==> src/rtl/ctr_cmd_pkg.sv <==
// ---------------------------------------------------------------------------
// ctr_cmd_pkg
// Shared definitions for the counter command sequencer: command opcodes,
// sequencer state encodings and the packed command-word width.
// A command word is packed as {op[1:0], cnt[CW-1:0], data[N-1:0]}.
// ---------------------------------------------------------------------------
package ctr_cmd_pkg;

    typedef logic [1:0] op_t;

    localparam op_t OP_UP   = 2'b00;
    localparam op_t OP_DOWN = 2'b01;
    localparam op_t OP_LOAD = 2'b10;
    localparam op_t OP_CLR  = 2'b11;

    localparam logic [0:0] ST_IDLE = 1'b0;
    localparam logic [0:0] ST_EXEC = 1'b1;

    // Width of one queued command word for a given data width and count width.
    function automatic int cmd_word_w(input int n, input int cw);
        return 2 + cw + n;
    endfunction

    // COUNT_UP and COUNT_DOWN are the only ops whose duration comes from cnt.
    function automatic logic is_count(input op_t op);
        return (op == OP_UP) || (op == OP_DOWN);
    endfunction

endpackage

==> src/rtl/cmd_fifo.sv <==
// ---------------------------------------------------------------------------
// cmd_fifo
// Small synchronous FIFO holding queued command words. The head entry is
// presented combinationally on rd_data so the sequencer can decode and pop it
// in the same cycle.
// Ports:
//   clk      rising-edge clock
//   reset    synchronous active-low reset (empties the FIFO)
//   flush    synchronous flush; empties the FIFO, overrides push/pop
//   push     write wr_data (ignored when full)
//   wr_data  command word to write
//   pop      discard head entry (ignored when empty)
//   rd_data  current head entry
//   full     DEPTH entries held
//   empty    no entries held
// ---------------------------------------------------------------------------
module cmd_fifo #(
    parameter int WIDTH = 18,
    parameter int DEPTH = 4
) (
    input  logic             clk,
    input  logic             reset,
    input  logic             flush,
    input  logic             push,
    input  logic [WIDTH-1:0] wr_data,
    input  logic             pop,
    output logic [WIDTH-1:0] rd_data,
    output logic             full,
    output logic             empty
);

    localparam int AW = $clog2(DEPTH);
    localparam logic [AW:0] FULL_CNT = (AW + 1)'(DEPTH);

    logic [WIDTH-1:0] mem_q [DEPTH];
    logic [AW-1:0]    wr_ptr_q, wr_ptr_d;
    logic [AW-1:0]    rd_ptr_q, rd_ptr_d;
    logic [AW:0]      count_q, count_d;
    logic             do_push, do_pop;

    assign do_push = push && !full && !flush;
    assign do_pop  = pop && !empty && !flush;

    always_comb begin
        wr_ptr_d = wr_ptr_q;
        rd_ptr_d = rd_ptr_q;
        count_d  = count_q;
        if (flush) begin
            wr_ptr_d = '0;
            rd_ptr_d = '0;
            count_d  = '0;
        end else begin
            // Pointers are log2(DEPTH) bits, so they wrap modulo DEPTH naturally.
            if (do_push) wr_ptr_d = wr_ptr_q + AW'(1);
            if (do_pop)  rd_ptr_d = rd_ptr_q + AW'(1);
            case ({do_push, do_pop})
                2'b10:   count_d = count_q + (AW + 1)'(1);
                2'b01:   count_d = count_q - (AW + 1)'(1);
                default: count_d = count_q;
            endcase
        end
    end

    always_ff @(posedge clk) begin
        if (!reset) begin
            wr_ptr_q <= '0;
            rd_ptr_q <= '0;
            count_q  <= '0;
        end else begin
            wr_ptr_q <= wr_ptr_d;
            rd_ptr_q <= rd_ptr_d;
            count_q  <= count_d;
        end
    end

    always_ff @(posedge clk) begin
        if (do_push) mem_q[wr_ptr_q] <= wr_data;
    end

    assign rd_data = mem_q[rd_ptr_q];
    assign full    = (count_q == FULL_CNT);
    assign empty   = (count_q == '0);

endmodule

==> src/rtl/ctr_cmd_seq.sv <==
// ---------------------------------------------------------------------------
// ctr_cmd_seq
// Command sequencer driving the control pins of an up/down counter. Commands
// (COUNT_UP, COUNT_DOWN, LOAD, CLEAR) are queued through a valid/ready port and
// executed back-to-back with cycle-exact durations. hold pauses execution,
// abort flushes the queue and the running command.
// Ports:
//   clk        rising-edge clock
//   reset      synchronous active-low reset
//   cmd_valid  command offered;  cmd_ready  command accepted on valid&ready
//   cmd_op     00 up, 01 down, 10 load, 11 clear
//   cmd_cnt    cycle count for count ops;  cmd_data  value for load
//   hold       pause execution;  abort  flush queue and current command
//   en/up/load/syn_clr  counter strobes;  d  load data (sticky)
//   busy       command executing or queued
//   done       one-cycle pulse when the last queued command finishes
// ---------------------------------------------------------------------------
module ctr_cmd_seq
    import ctr_cmd_pkg::*;
#(
    parameter int N     = 8,
    parameter int CW    = 8,
    parameter int DEPTH = 4
) (
    input  logic          clk,
    input  logic          reset,
    input  logic          cmd_valid,
    output logic          cmd_ready,
    input  logic [1:0]    cmd_op,
    input  logic [CW-1:0] cmd_cnt,
    input  logic [N-1:0]  cmd_data,
    input  logic          hold,
    input  logic          abort,
    output logic          en,
    output logic          up,
    output logic          load,
    output logic          syn_clr,
    output logic [N-1:0]  d,
    output logic          busy,
    output logic          done
);

    localparam int CMD_W = cmd_word_w(N, CW);

    logic             fifo_full, fifo_empty;
    logic             push, pop, start;
    logic [CMD_W-1:0] head;
    op_t              head_op;
    logic [CW-1:0]    head_cnt;
    logic [N-1:0]     head_data;

    logic [0:0]       state_q, state_d;
    logic [CW-1:0]    rem_q, rem_d;
    logic             en_q, en_d, up_q, up_d, ld_q, ld_d, clr_q, clr_d;
    logic             done_q, done_d;
    logic [N-1:0]     d_q, d_d;

    // Ready depends only on occupancy, abort and reset so a source may wait on
    // it before raising valid without forming a combinational loop.
    assign cmd_ready = !fifo_full && !abort && reset;
    assign push      = cmd_valid && cmd_ready;
    assign pop       = start;

    cmd_fifo #(
        .WIDTH (CMD_W),
        .DEPTH (DEPTH)
    ) u_fifo (
        .clk     (clk),
        .reset   (reset),
        .flush   (abort),
        .push    (push),
        .wr_data ({cmd_op, cmd_cnt, cmd_data}),
        .pop     (pop),
        .rd_data (head),
        .full    (fifo_full),
        .empty   (fifo_empty)
    );

    assign {head_op, head_cnt, head_data} = head;

    always_comb begin
        state_d = state_q;
        rem_d   = rem_q;
        en_d    = en_q;
        up_d    = up_q;
        ld_d    = ld_q;
        clr_d   = clr_q;
        d_d     = d_q;
        done_d  = 1'b0;
        start   = 1'b0;

        if (abort) begin
            state_d = ST_IDLE;
            en_d    = 1'b0;
            up_d    = 1'b0;
            ld_d    = 1'b0;
            clr_d   = 1'b0;
        end else if (state_q == ST_IDLE) begin
            start = !fifo_empty && !hold;
        end else if (!hold) begin
            // rem_q counts the cycles still to execute including this one;
            // 0 only occurs for a zero-length count, which is a single slot.
            if (rem_q > CW'(1)) begin
                rem_d = rem_q - CW'(1);
            end else if (!fifo_empty) begin
                start = 1'b1;
            end else begin
                state_d = ST_IDLE;
                en_d    = 1'b0;
                up_d    = 1'b0;
                ld_d    = 1'b0;
                clr_d   = 1'b0;
                done_d  = 1'b1;
            end
        end

        if (start) begin
            state_d = ST_EXEC;
            rem_d   = is_count(head_op) ? head_cnt : CW'(1);
            en_d    = is_count(head_op) && (head_cnt != '0);
            up_d    = (head_op == OP_UP) && (head_cnt != '0);
            ld_d    = (head_op == OP_LOAD);
            clr_d   = (head_op == OP_CLR);
            if (head_op == OP_LOAD) d_d = head_data;
        end
    end

    always_ff @(posedge clk) begin
        if (!reset) begin
            state_q <= ST_IDLE;
            rem_q   <= '0;
            en_q    <= 1'b0;
            up_q    <= 1'b0;
            ld_q    <= 1'b0;
            clr_q   <= 1'b0;
            done_q  <= 1'b0;
            d_q     <= '0;
        end else begin
            state_q <= state_d;
            rem_q   <= rem_d;
            en_q    <= en_d;
            up_q    <= up_d;
            ld_q    <= ld_d;
            clr_q   <= clr_d;
            done_q  <= done_d;
            d_q     <= d_d;
        end
    end

    // A held cycle is not an executed cycle: the strobes are masked in that
    // very cycle and rem_q stays frozen, so the strobe count is unaffected.
    assign en      = en_q  && !hold;
    assign up      = up_q  && !hold;
    assign load    = ld_q  && !hold;
    assign syn_clr = clr_q && !hold;
    assign d       = d_q;
    assign done    = done_q;
    assign busy    = (state_q == ST_EXEC) || !fifo_empty;

endmodule

==> config.mk <==
export PLATFORM = sky130hd
export DESIGN_NAME = ctr_cmd_seq
export DESIGN_NICKNAME = d
export VERILOG_FILES = /design/src/rtl/ctr_cmd_pkg.sv /design/src/rtl/cmd_fifo.sv /design/src/rtl/ctr_cmd_seq.sv
export SDC_FILE = /design/constraint.sdc
export NUM_CORES = 1
export LEC_CHECK = 0
export BUFFER_PORTS_ARGS = -buffer_cell sky130_fd_sc_hd__buf_4
export CELL_PAD_IN_SITES_DETAIL_PLACEMENT = 0
export CELL_PAD_IN_SITES_GLOBAL_PLACEMENT = 1
export CORE_MARGIN = 8
export CORE_UTILIZATION = 49
export CTS_CLUSTER_DIAMETER = 150
export DETAILED_ROUTE_END_ITERATION = 8
export MAX_ROUTING_LAYER = met4
export PLACE_DENSITY = 0.81
export SLEW_MARGIN = 5
export SYNTH_ARGS = -nofsm -noshare
export SYNTH_HDL_FRONTEND = slang
export SYNTH_SLANG_ARGS = --single-unit
==> constraint.sdc <==
create_clock -name clk -period 3.1 [get_ports clk]
set_input_delay 0 -clock clk [delete_from_list [all_inputs] [get_ports clk]]
set_output_delay 0 -clock clk [all_outputs]
set_load 0.01 [all_outputs]
# Yosys cells after proc, flatten, opt, wreduce, memory -nomap -nowiden
# Memory sizes are Yosys's and may differ from the RTL's. A register that Yosys moved wholly into a read port is not among the register bits.
# Index checks and enable logic that the tools add are counted.
# Widths: inputs -> output; s select.
# word_totals
reg_bits	29
mem_count	1
ram_bits	72
wordCells	94
# memory_table
name	depth	width	rd	rd_clocked_by_memory_dff	wr	line	text
u_fifo.mem_q	4	18	1	1	1	cmd_fifo.sv:35	logic [WIDTH-1:0] mem_q [DEPTH];
# classes
eq_ne	10
magnitude_cmp	1
muxes	31
add_sub_neg	5
n_bitwise	2
reduce_logical	33
# op_table
op	n
$mux 8	6
$mux 1	22
$logic_and 1x1->1	14
$gt 8x1->1 const B	1
$reduce_and 4->1	2
$reduce_bool 8->1	1
$sub 8x1->8 const B	1
$eq 2x2->1 const B	3
$pmux 3 s2	1
$reduce_bool 2->1	3
$reduce_bool 3->1	2
$reduce_or 5->1	1
$add 2x1->2 const B	2
$eq 2x1->1 const B	2
$logic_not 1->1	4
$mux 2	2
$ne 2x1->1 const B	2
$add 3x1->3 const B	1
$eq 3x3->1 const B	1
$logic_not 3->1	1
$ne 3x1->1 const B	1
$ne 3x2->1 const B	1
$sub 3x1->3 const B	1
$logic_not 2->1	1
other kinds (4)	6

# Logic depth before layout (Yosys ltp)
# Gate-level depths: netlist of the first run.
# depth
word_depth	10
ltp_mapped	12
ltp_nobuf	12

# Modules after synthesis
# A second synthesis of the first run with hierarchy kept.
# unflattened
cells_unflattened	315
hier_area_um2	4541.9
# by_module_without_submodules
module	instances	seq_area_each_um2	area_each_um2	cells_per_inst
cmd_fifo	1	2342.2	3151.8	149
ctr_cmd_seq	1	440.4	1390.1	166

# Worst setup path after synthesis of the first run
# OpenSTA, ideal clock, no wires.
# synth_timing
kind	reg2reg
startpoint	reg rem_q[7]
endpoint	reg u_fifo.count_q[2]
required_time_ns	3.029
path_buffers	0
stages_incl_launch_ff	11
path_slack_ns	0.247
arrival_ns	2.782
path_cell_list	dfxtp_1 > or4_4 > o31ai_2 > nand2_2 > inv_2 > ha_1 > inv_1 > fa_1 > xor2_1 > or3_1 > a21oi_1
# synth_between
elab_chain_cells	9
word_cells_on_any_way	11
cone_classes	1 x order compare; 2 x eq/ne; 5 x mux; 3 x reduce/logical
# synth_rtl
element	line	text
start, declared	ctr_cmd_seq.sv:53	logic [CW-1:0] rem_q, rem_d;
start signal, assigned	ctr_cmd_seq.sv:140	rem_q <= rem_d;
$gt 8x1->1 *	ctr_cmd_seq.sv:103	if (rem_q > CW'(1)) begin
$mux 1 *	ctr_cmd_seq.sv:103	
$mux 1 *	ctr_cmd_seq.sv:100	end else if (!hold) begin
$mux 1 *	ctr_cmd_seq.sv:98	end else if (state_q == ST_IDLE) begin
$mux 1 *	ctr_cmd_seq.sv:92	if (abort) begin
$logic_and 1x1->1 * (2 in a row)	cmd_fifo.sv:42	assign do_pop = pop && !empty && !flush;
net u_fifo.do_pop	cmd_fifo.sv:39	logic do_push, do_pop;
$eq 2x1->1 or $eq 2x2->1 (tied branches)	cmd_fifo.sv:56	case ({do_push, do_pop})
$pmux 3 s2 or $reduce_bool 2->1 (tied branches)	--	
end signal, assigned	cmd_fifo.sv:72	count_q <= count_d;
end, declared	cmd_fifo.sv:38	logic [AW:0] count_q, count_d;
# The timed path passes the listed nets; every way through them passes the cells marked *.
# A chain may end at the register's enable or synchronous reset.

# Worst setup path after layout of the first run
# Ends and elaborated chain as after synthesis.

==> summary.txt, run 1 <==
Run status
  • Result of the run: complete, no violations

Synthesis
  • Count of mapped cells out of synthesis: 283
  • Cell area after synthesis: 4170 µm²
  • Async set-or-reset flop fraction in the synthesized netlist: 0
  • Fraction of post-synthesis cell area in the top cell type by area: 0.519
  • Post-synthesis sequential area ratio: 0.668
  • Register bit count reported by yosys: 103
  • Prevailing post-synth register cell: sky130_fd_sc_hd__edfxtp_1
  • Library cell with the largest summed area after synthesis: sky130_fd_sc_hd__edfxtp_1
  • Total number of yosys warnings: 0
  • Number of distinct library cells after synthesis: 46
  • Number of enable-type register cells in the synthesized netlist: 72
  • Top post-synthesis cells by area: sky130_fd_sc_hd__edfxtp_1, sky130_fd_sc_hd__dfxtp_1, sky130_fd_sc_hd__mux4_2, sky130_fd_sc_hd__ha_1, sky130_fd_sc_hd__o21ai_0
  • Synthesized area per cell: 14.7 µm²
  • Number of nets in the synthesized netlist: 314

Global route
  • Total routing resource utilization after global routing: 0.155
  • Via count of the first global-routing pass: 2,757
  • Number of antenna violations at the first check in global routing: 0
  • Total grt overflow: 0
  • Pin count of the biggest net entering global routing: 31
  • Wire length of the first global-routing pass: 13.8 mm

Cells and area
  • Share of post-route cells with drive strength above 1: 0.255
  • Fill cell total of the finished layout: 604
  • Commonest non-fill, non-tap cells in the layout: sky130_fd_sc_hd__edfxtp_1, sky130_fd_sc_hd__buf_4, sky130_fd_sc_hd__dfxtp_1
  • Post-route cell area: 5010 µm²
  • Synthesis-to-finish area growth: 20.3%
  • Number of diodes: 0
  • Most frequent standard cell in the layout excluding fill and tap cells: sky130_fd_sc_hd__edfxtp_1
  • Number of nets in the layout: 383

Setup path
  • Startpoint of the most critical register-to-register path: rem_q[7]
  • Category of the worst setup path capture point: flip-flop
  • Internal reg-to-reg setup slack: 0.27 ns
  • Crit path required time: 3.39 ns
  • Setup crit start kind: flip-flop
  • Critical path launch point: rem_q[7]
  • Signal arrival time at the worst endpoint: 3.11 ns
  • R2R depth: 10
  • Critical path capture point: u_fifo.count_q[2]
  • Capturing point of the worst reg2reg path: u_fifo.count_q[2]
  • Crit path max fanout: 9
  • Kind of critical path: reg2reg

Detailed routing
  • Drt wl/cell: 17.8 µm
  • First-pass iteration count of the detailed router: 4
  • Number of remaining DRC errors: 0
  • Vias/cell: 5.56
  • Antenna-violating nets left: 0
  • Total length of routed wires: 8.24 mm
  • Vias after detailed routing: 2,568
  • Drt first-iter violations: 125

Placement
  • Final estimated routing congestion in global placement: 0.900
  • Post-DP Area: 4610 µm²
  • Post-detail-place hpwl: 5.37 mm
  • Pre-CTS setup slack: 0.339 ns
  • Number of buffers inserted by port buffering: 37

Hold path
  • Start point of the worst hold path: cmd_valid
  • Hold Crit Class: in2reg
  • Worst hold path stage count: 3

Pwr
  • Flop pwr share: 0.604
  • Design internal power: 1.93 mW
  • Worst VDD drop: 0.000358 V
  • Switching component of the power: 0.531 mW
  • Relative contribution of combinational cells to total power: 0.049
  • Leakage dissipation: 1.76 nW
  • Power share of the clock group: 0.347
  • Switching part of the total power: 0.216
  • Power density relative to cell area: 490 nW/µm²

Clocking
  • Clock tree root buffer cell: sky130_fd_sc_hd__clkbuf_8
  • H-tree lvl count: 3
  • CTS Buf Count: 9
  • Clock latency at the later pin of the worst-skew pair: 0.35 ns
  • Buffer levels on the longest clock path: 2
  • Clock-pin transition on the worst setup and hold timing paths: 0.10 ns
  • Number of cells upsized or downsized after cts: 0
  • Clock tree from TritonCTS: done
  • TritonCTS Sinks: 103

Floorplanning
  • Starting density of the core: 0.507
  • Number of rows in the core area: 33
  • Boundary Pins: 38
  • Die span in y: 108 µm
  • Floorplan die width: 108 µm
  • Die area: 11,700 µm²
  • Total core area: 8220 µm²

Timing
  • Crit path setup slack, layout: 0.274 ns
  • Min Tclk post-route: 2.83 ns
  • Highest clock frequency the design can meet: 0.354 GHz
  • Setup TNS: 0 ns
  • Max-slew violation count: 0
  • Final Cycle Share: 0.912
  • Worst Clk Skew: 0.00915 ns
  • Final number of setup-violating endpoints: 0
  • RSZ-0062 raised after global routing: false
  • Relative slew margins: 0.587
  • Hold Slack: 0.0645 ns
  • Worst-margin pin slew: 0.619 ns
  • Hold Violations, Final: 0

Job
  • Number of maximum-capacitance violations: 0
## logic make-up (layout without fill, tap and decap cells)
logic type,after synthesis,after routing,share of synthesized area
buf+inv,23,97,0.0240
flops,103,103,0.668
xor+xnor,6,6,0.0126
compound gates,49,49,0.0736
fa+ha+maj,8,8,0.0258
simple gates,76,76,0.0988
mux,18,18,0.0973
## power by group through the flow
stage          Combinational, mW  Clock, mW  Sequential (mW)
2_1_floorplan             0.0492          0             1.51
3_3_place_gp              0.0979          0             1.51
3_5_place_dp               0.100          0             1.52
4_1_cts                    0.121      0.874             1.48
5_1_grt                    0.132      0.918             1.49
6_report                   0.121      0.851             1.48
## cells in the mapped netlist (all sizes together) (5+ instances only)
cell type	number
edfxtp	72
dfxtp	31
mux4	18
nand2	18
nor2	14
o21ai	14
a21oi	13
inv	13
nand3	13
clkbuf	7
ha	7
nor2b	6
or2	5
## sequential cells by signal, indices dropped and copies added, names as in the netlist, 2 cells and up, named ones only
signal and cells:
rem_q 8, u_fifo.mem_q 72, u_fifo.count_q 3, u_fifo.rd_ptr_q 2, d 8, u_fifo.wr_ptr_q 2
## critical path: stages, from the launching register on
cell and delay, ns:
sky130_fd_sc_hd__dfxtp_1 0.36, sky130_fd_sc_hd__or4_4 0.56, sky130_fd_sc_hd__o31ai_2 0.26, sky130_fd_sc_hd__nand2_2 0.19
sky130_fd_sc_hd__inv_2 0.16, sky130_fd_sc_hd__ha_1 0.20, sky130_fd_sc_hd__inv_1 0.06, sky130_fd_sc_hd__fa_1 0.38
sky130_fd_sc_hd__xor2_1 0.16, sky130_fd_sc_hd__or3_1 0.31, sky130_fd_sc_hd__a21oi_1 0.14
## cell type report
cell class | count | area (µm²) | area share
clock buffer | 9 | 124 | 0.0247
clock inverter | 7 | 81.3 | 0.0162
inverter | 13 | 48.8 | 0.00974
multi-input combinational | 157 | 1280 | 0.256
sequential | 103 | 2780 | 0.555
tap | 105 | 131 | 0.0262
timing repair buffer | 68 | 561 | 0.112
## worst min-delay path by stage
stage | endpoint | slack (ns)
detailed placement | u_fifo.mem_q[2][5] | 0.20
floorplan | en | 0.05
finish | u_fifo.wr_ptr_q[1] | 0.06
global placement | u_fifo.mem_q[3][4] | 0.20
CTS | u_fifo.wr_ptr_q[1] | 0.04
global route | u_fifo.wr_ptr_q[1] | 0.07
## per-stage QoR
step,util,power [mW],instances
6_report,0.610,2.46,462
5_1_grt,0.610,2.54,462
4_1_cts,0.610,2.48,462
3_5_place_dp,0.561,1.62,426
3_3_place_gp,0.561,1.61,426
2_1_floorplan,-,1.56,283
## what timing repair did
action / CTS / global route
setup buffers: 0 / 0
hold endpoints to repair: 76 / 0
hold buffers: 20 / 0
## per-layer routing
metal | up-vias | global-route usage | part of all wire
met3 | 12 | 0.0244 | 0.046
met1 | 1267 | 0.193 | 0.45
li1 | 1217 | - | -
met4 | 0 | 0.0634 | 0.012
met5 | - | - | 0
met2 | 72 | 0.247 | 0.49
(Power assumes the default switching activity.)
==> run 2, diff against run 1 <==
--- a/config.mk
+++ b/config.mk
@@ -8,10 +8,10 @@
 export BUFFER_PORTS_ARGS = -buffer_cell sky130_fd_sc_hd__buf_4
 export CELL_PAD_IN_SITES_DETAIL_PLACEMENT = 0
 export CELL_PAD_IN_SITES_GLOBAL_PLACEMENT = 1
-export CORE_MARGIN = 8
 export CORE_UTILIZATION = 49
 export CTS_CLUSTER_DIAMETER = 150
 export DETAILED_ROUTE_END_ITERATION = 8
+export HOLD_SLACK_MARGIN = 0.03
 export MAX_ROUTING_LAYER = met4
 export PLACE_DENSITY = 0.81
 export SLEW_MARGIN = 5
==> summary.txt, run 2 (synthesized netlist as in run 1, its figures left out) <==
Run status
  • Result of the run: complete, no violations

Hold path
  • Worst hold path stage count: 3
  • Start point of the worst hold path: cmd_valid
  • End of the worst hold path: u_fifo.wr_ptr_q[1]
  • Hold Crit Class: in2reg

Setup path
  • Signal arrival time at the worst endpoint: 3.10 ns
  • Crit path required time: 3.40 ns
  • Capturing point of the worst reg2reg path: u_fifo.count_q[2]
  • Kind of critical path: reg2reg
  • Startpoint of the most critical register-to-register path: rem_q[7]
  • Internal reg-to-reg setup slack: 0.31 ns
  • Setup crit start kind: flip-flop
  • Crit path max fanout: 9
  • Highest-delay cell along the critical path: sky130_fd_sc_hd__or4_4
  • CP Buf/Inv Count: 2
  • Category of the worst setup path capture point: flip-flop
  • List of cells traversed by the critical path: or4_4, o31ai_2, nand2_2, inv_2, ha_1, inv_1, fa_1, xor2_1, or3_1, a21oi_1
  • Crit path max-delay family: simple AND/OR/NAND/NOR gates
  • Peak per-stage delay on the critical path: 0.56 ns
  • R2R depth: 10

Floorplanning
  • Total core area: 8220 µm²
  • Die span in y: 94.2 µm
  • Number of rows in the core area: 33
  • Boundary Pins: 38
  • Floorplan die width: 94.2 µm
  • Starting density of the core: 0.507
  • Die area: 8880 µm²

Placement
  • Post-detail-place hpwl: 5.12 mm
  • Number of buffers inserted by port buffering: 37
  • Post-DP Area: 4600 µm²
  • Pre-CTS setup slack: 0.359 ns
  • Final estimated routing congestion in global placement: 0.827

Clocking
  • Clock tree root buffer cell: sky130_fd_sc_hd__clkbuf_8
  • CTS Buf Count: 9
  • H-tree lvl count: 3
  • Clock-pin transition on the worst setup and hold timing paths: 0.10 ns
  • Number of cells upsized or downsized after cts: 0
  • TritonCTS Sinks: 103
  • Clock tree from TritonCTS: done
  • Buffer levels on the longest clock path: 2
  • Clock latency at the later pin of the worst-skew pair: 0.37 ns

Timing
  • RSZ-0062 raised after global routing: false
  • Worst-margin pin slew: 0.541 ns
  • Setup TNS: 0 ns
  • Highest clock frequency the design can meet: 0.358 GHz
  • Worst Clk Skew: 0.0132 ns
  • Final number of setup-violating endpoints: 0
  • Crit path setup slack, layout: 0.307 ns
  • Hold Violations, Final: 0
  • Min Tclk post-route: 2.79 ns
  • Relative slew margins: 0.639
  • Hold Slack: 0.0399 ns
  • Final Cycle Share: 0.901
  • Max-slew violation count: 0

Detailed routing
  • Vias after detailed routing: 2,574
  • Drt wl/cell: 17.3 µm
  • Antenna-violating nets left: 0
  • First-pass iteration count of the detailed router: 4
  • Total length of routed wires: 7.97 mm
  • Drt first-iter violations: 104
  • Vias/cell: 5.58
  • Number of remaining DRC errors: 0

Global route
  • Total grt overflow: 0
  • Pin count of the biggest net entering global routing: 32
  • Met2 capacity usage during global routing: 0.342
  • Total routing resource utilization after global routing: 0.205
  • Via count of the first global-routing pass: 2,611
  • Met1 track demand over resource: 0.245
  • Met3 layer usage reported by global route: 0.0518
  • Wire length of the first global-routing pass: 12.9 mm
  • Number of antenna violations at the first check in global routing: 0
  • Gr busiest metal: met2

Cells and area
  • Post-route cell area: 5000 µm²
  • Number of nets in the layout: 382
  • Share of post-route cells with drive strength above 1: 0.256
  • Max FFs per register: 72
  • Synthesis-to-finish area growth: 19.9%
  • Register containing the most flip-flops in the final layout: u_fifo.mem_q
  • Commonest non-fill, non-tap cells in the layout: sky130_fd_sc_hd__edfxtp_1, sky130_fd_sc_hd__buf_4, sky130_fd_sc_hd__dfxtp_1
  • Post-Route Utilization: 0.608
  • Number of diodes: 0
  • Most frequent standard cell in the layout excluding fill and tap cells: sky130_fd_sc_hd__edfxtp_1

Pwr
  • Power density relative to cell area: 482 nW/µm²
  • Relative contribution of combinational cells to total power: 0.050
  • Power share of the clock group: 0.334
  • Leakage dissipation: 1.75 nW
  • Worst VDD drop: 0.000326 V
  • Design internal power: 1.86 mW
  • Flop pwr share: 0.616
  • Switching part of the total power: 0.229
  • Switching component of the power: 0.552 mW

Job
  • Number of maximum-capacitance violations: 0
run 2: changes by cell type in the layout (fill, tap and decap cells not counted):
cell                         previous run  this run
sky130_fd_sc_hd__buf_4                 48        47
sky130_fd_sc_hd__bufinv_16              1         0
sky130_fd_sc_hd__clkinv_1               1         0
sky130_fd_sc_hd__clkinv_2               0         1
sky130_fd_sc_hd__clkinv_4               2         0
sky130_fd_sc_hd__clkinv_8               0         2
sky130_fd_sc_hd__clkinvlp_4             1         0
sky130_fd_sc_hd__inv_6                  0         4
sky130_fd_sc_hd__inv_8                  2         0
run 2: worst max path at each step:
stage / start / endpoint / slack, ns / cells past startpoint
after floorplan: rem_q[7] / u_fifo.count_q[2] / 0.25 / 10
after global placement: rem_q[7] / u_fifo.count_q[2] / 0.42 / 10
after detailed placement: rem_q[7] / u_fifo.count_q[2] / 0.36 / 10
after CTS: rem_q[7] / u_fifo.count_q[2] / 0.30 / 10
after global routing: rem_q[7] / u_fifo.count_q[2] / 0.16 / 10
final: rem_q[7] / u_fifo.count_q[2] / 0.31 / 10
run 2: repair_timing:
item                      4_1_cts  5_1_grt
hold buffers                   20        0
hold endpoints to repair       76        0
setup buffers                   0        0
run 2: power groups by stage:
| stage | clock [mW] | combinational [mW] | sequential (mW) |
|---|---|---|---|
| after CTS | 0.827 | 0.120 | 1.48 |
| after floorplan | 0 | 0.0492 | 1.51 |
| after global routing | 0.885 | 0.131 | 1.48 |
| final | 0.804 | 0.120 | 1.48 |
| after detailed placement | 0 | 0.0990 | 1.52 |
| after global placement | 0 | 0.0980 | 1.51 |
run 2: final cells by class:
class | count | area (µm²)
fill | 664 | 3220
sequential | 103 | 2780
multi-input combinational | 157 | 1280
timing repair buffer | 67 | 553
tap | 105 | 131
clock buffer | 9 | 124
clock inverter | 7 | 72.6
inverter | 13 | 48.8
run 2: worst reg2reg max path, delay by kind of cell, from the launching register on:
kind | cells | cell delay [ns]
buf+inv | 2 | 0.22
compound gates | 2 | 0.39
fa+ha+maj | 2 | 0.57
flops | 1 | 0.35
xor+xnor | 1 | 0.16
simple gates | 3 | 1.05
run 2: metal layers:
metal / vias to the layer above / routed length, µm
li1: 1212 / -
met1: 1270 / 3370
met2: 83 / 4130
met5: - / 0
met4: 0 / 73
met3: 9 / 394
run 2: per-stage QoR:
stage,power [mW],instances
2_1_floorplan,1.56,283
3_3_place_gp,1.61,425
3_5_place_dp,1.61,425
4_1_cts,2.43,461
5_1_grt,2.50,461
6_report,2.41,461
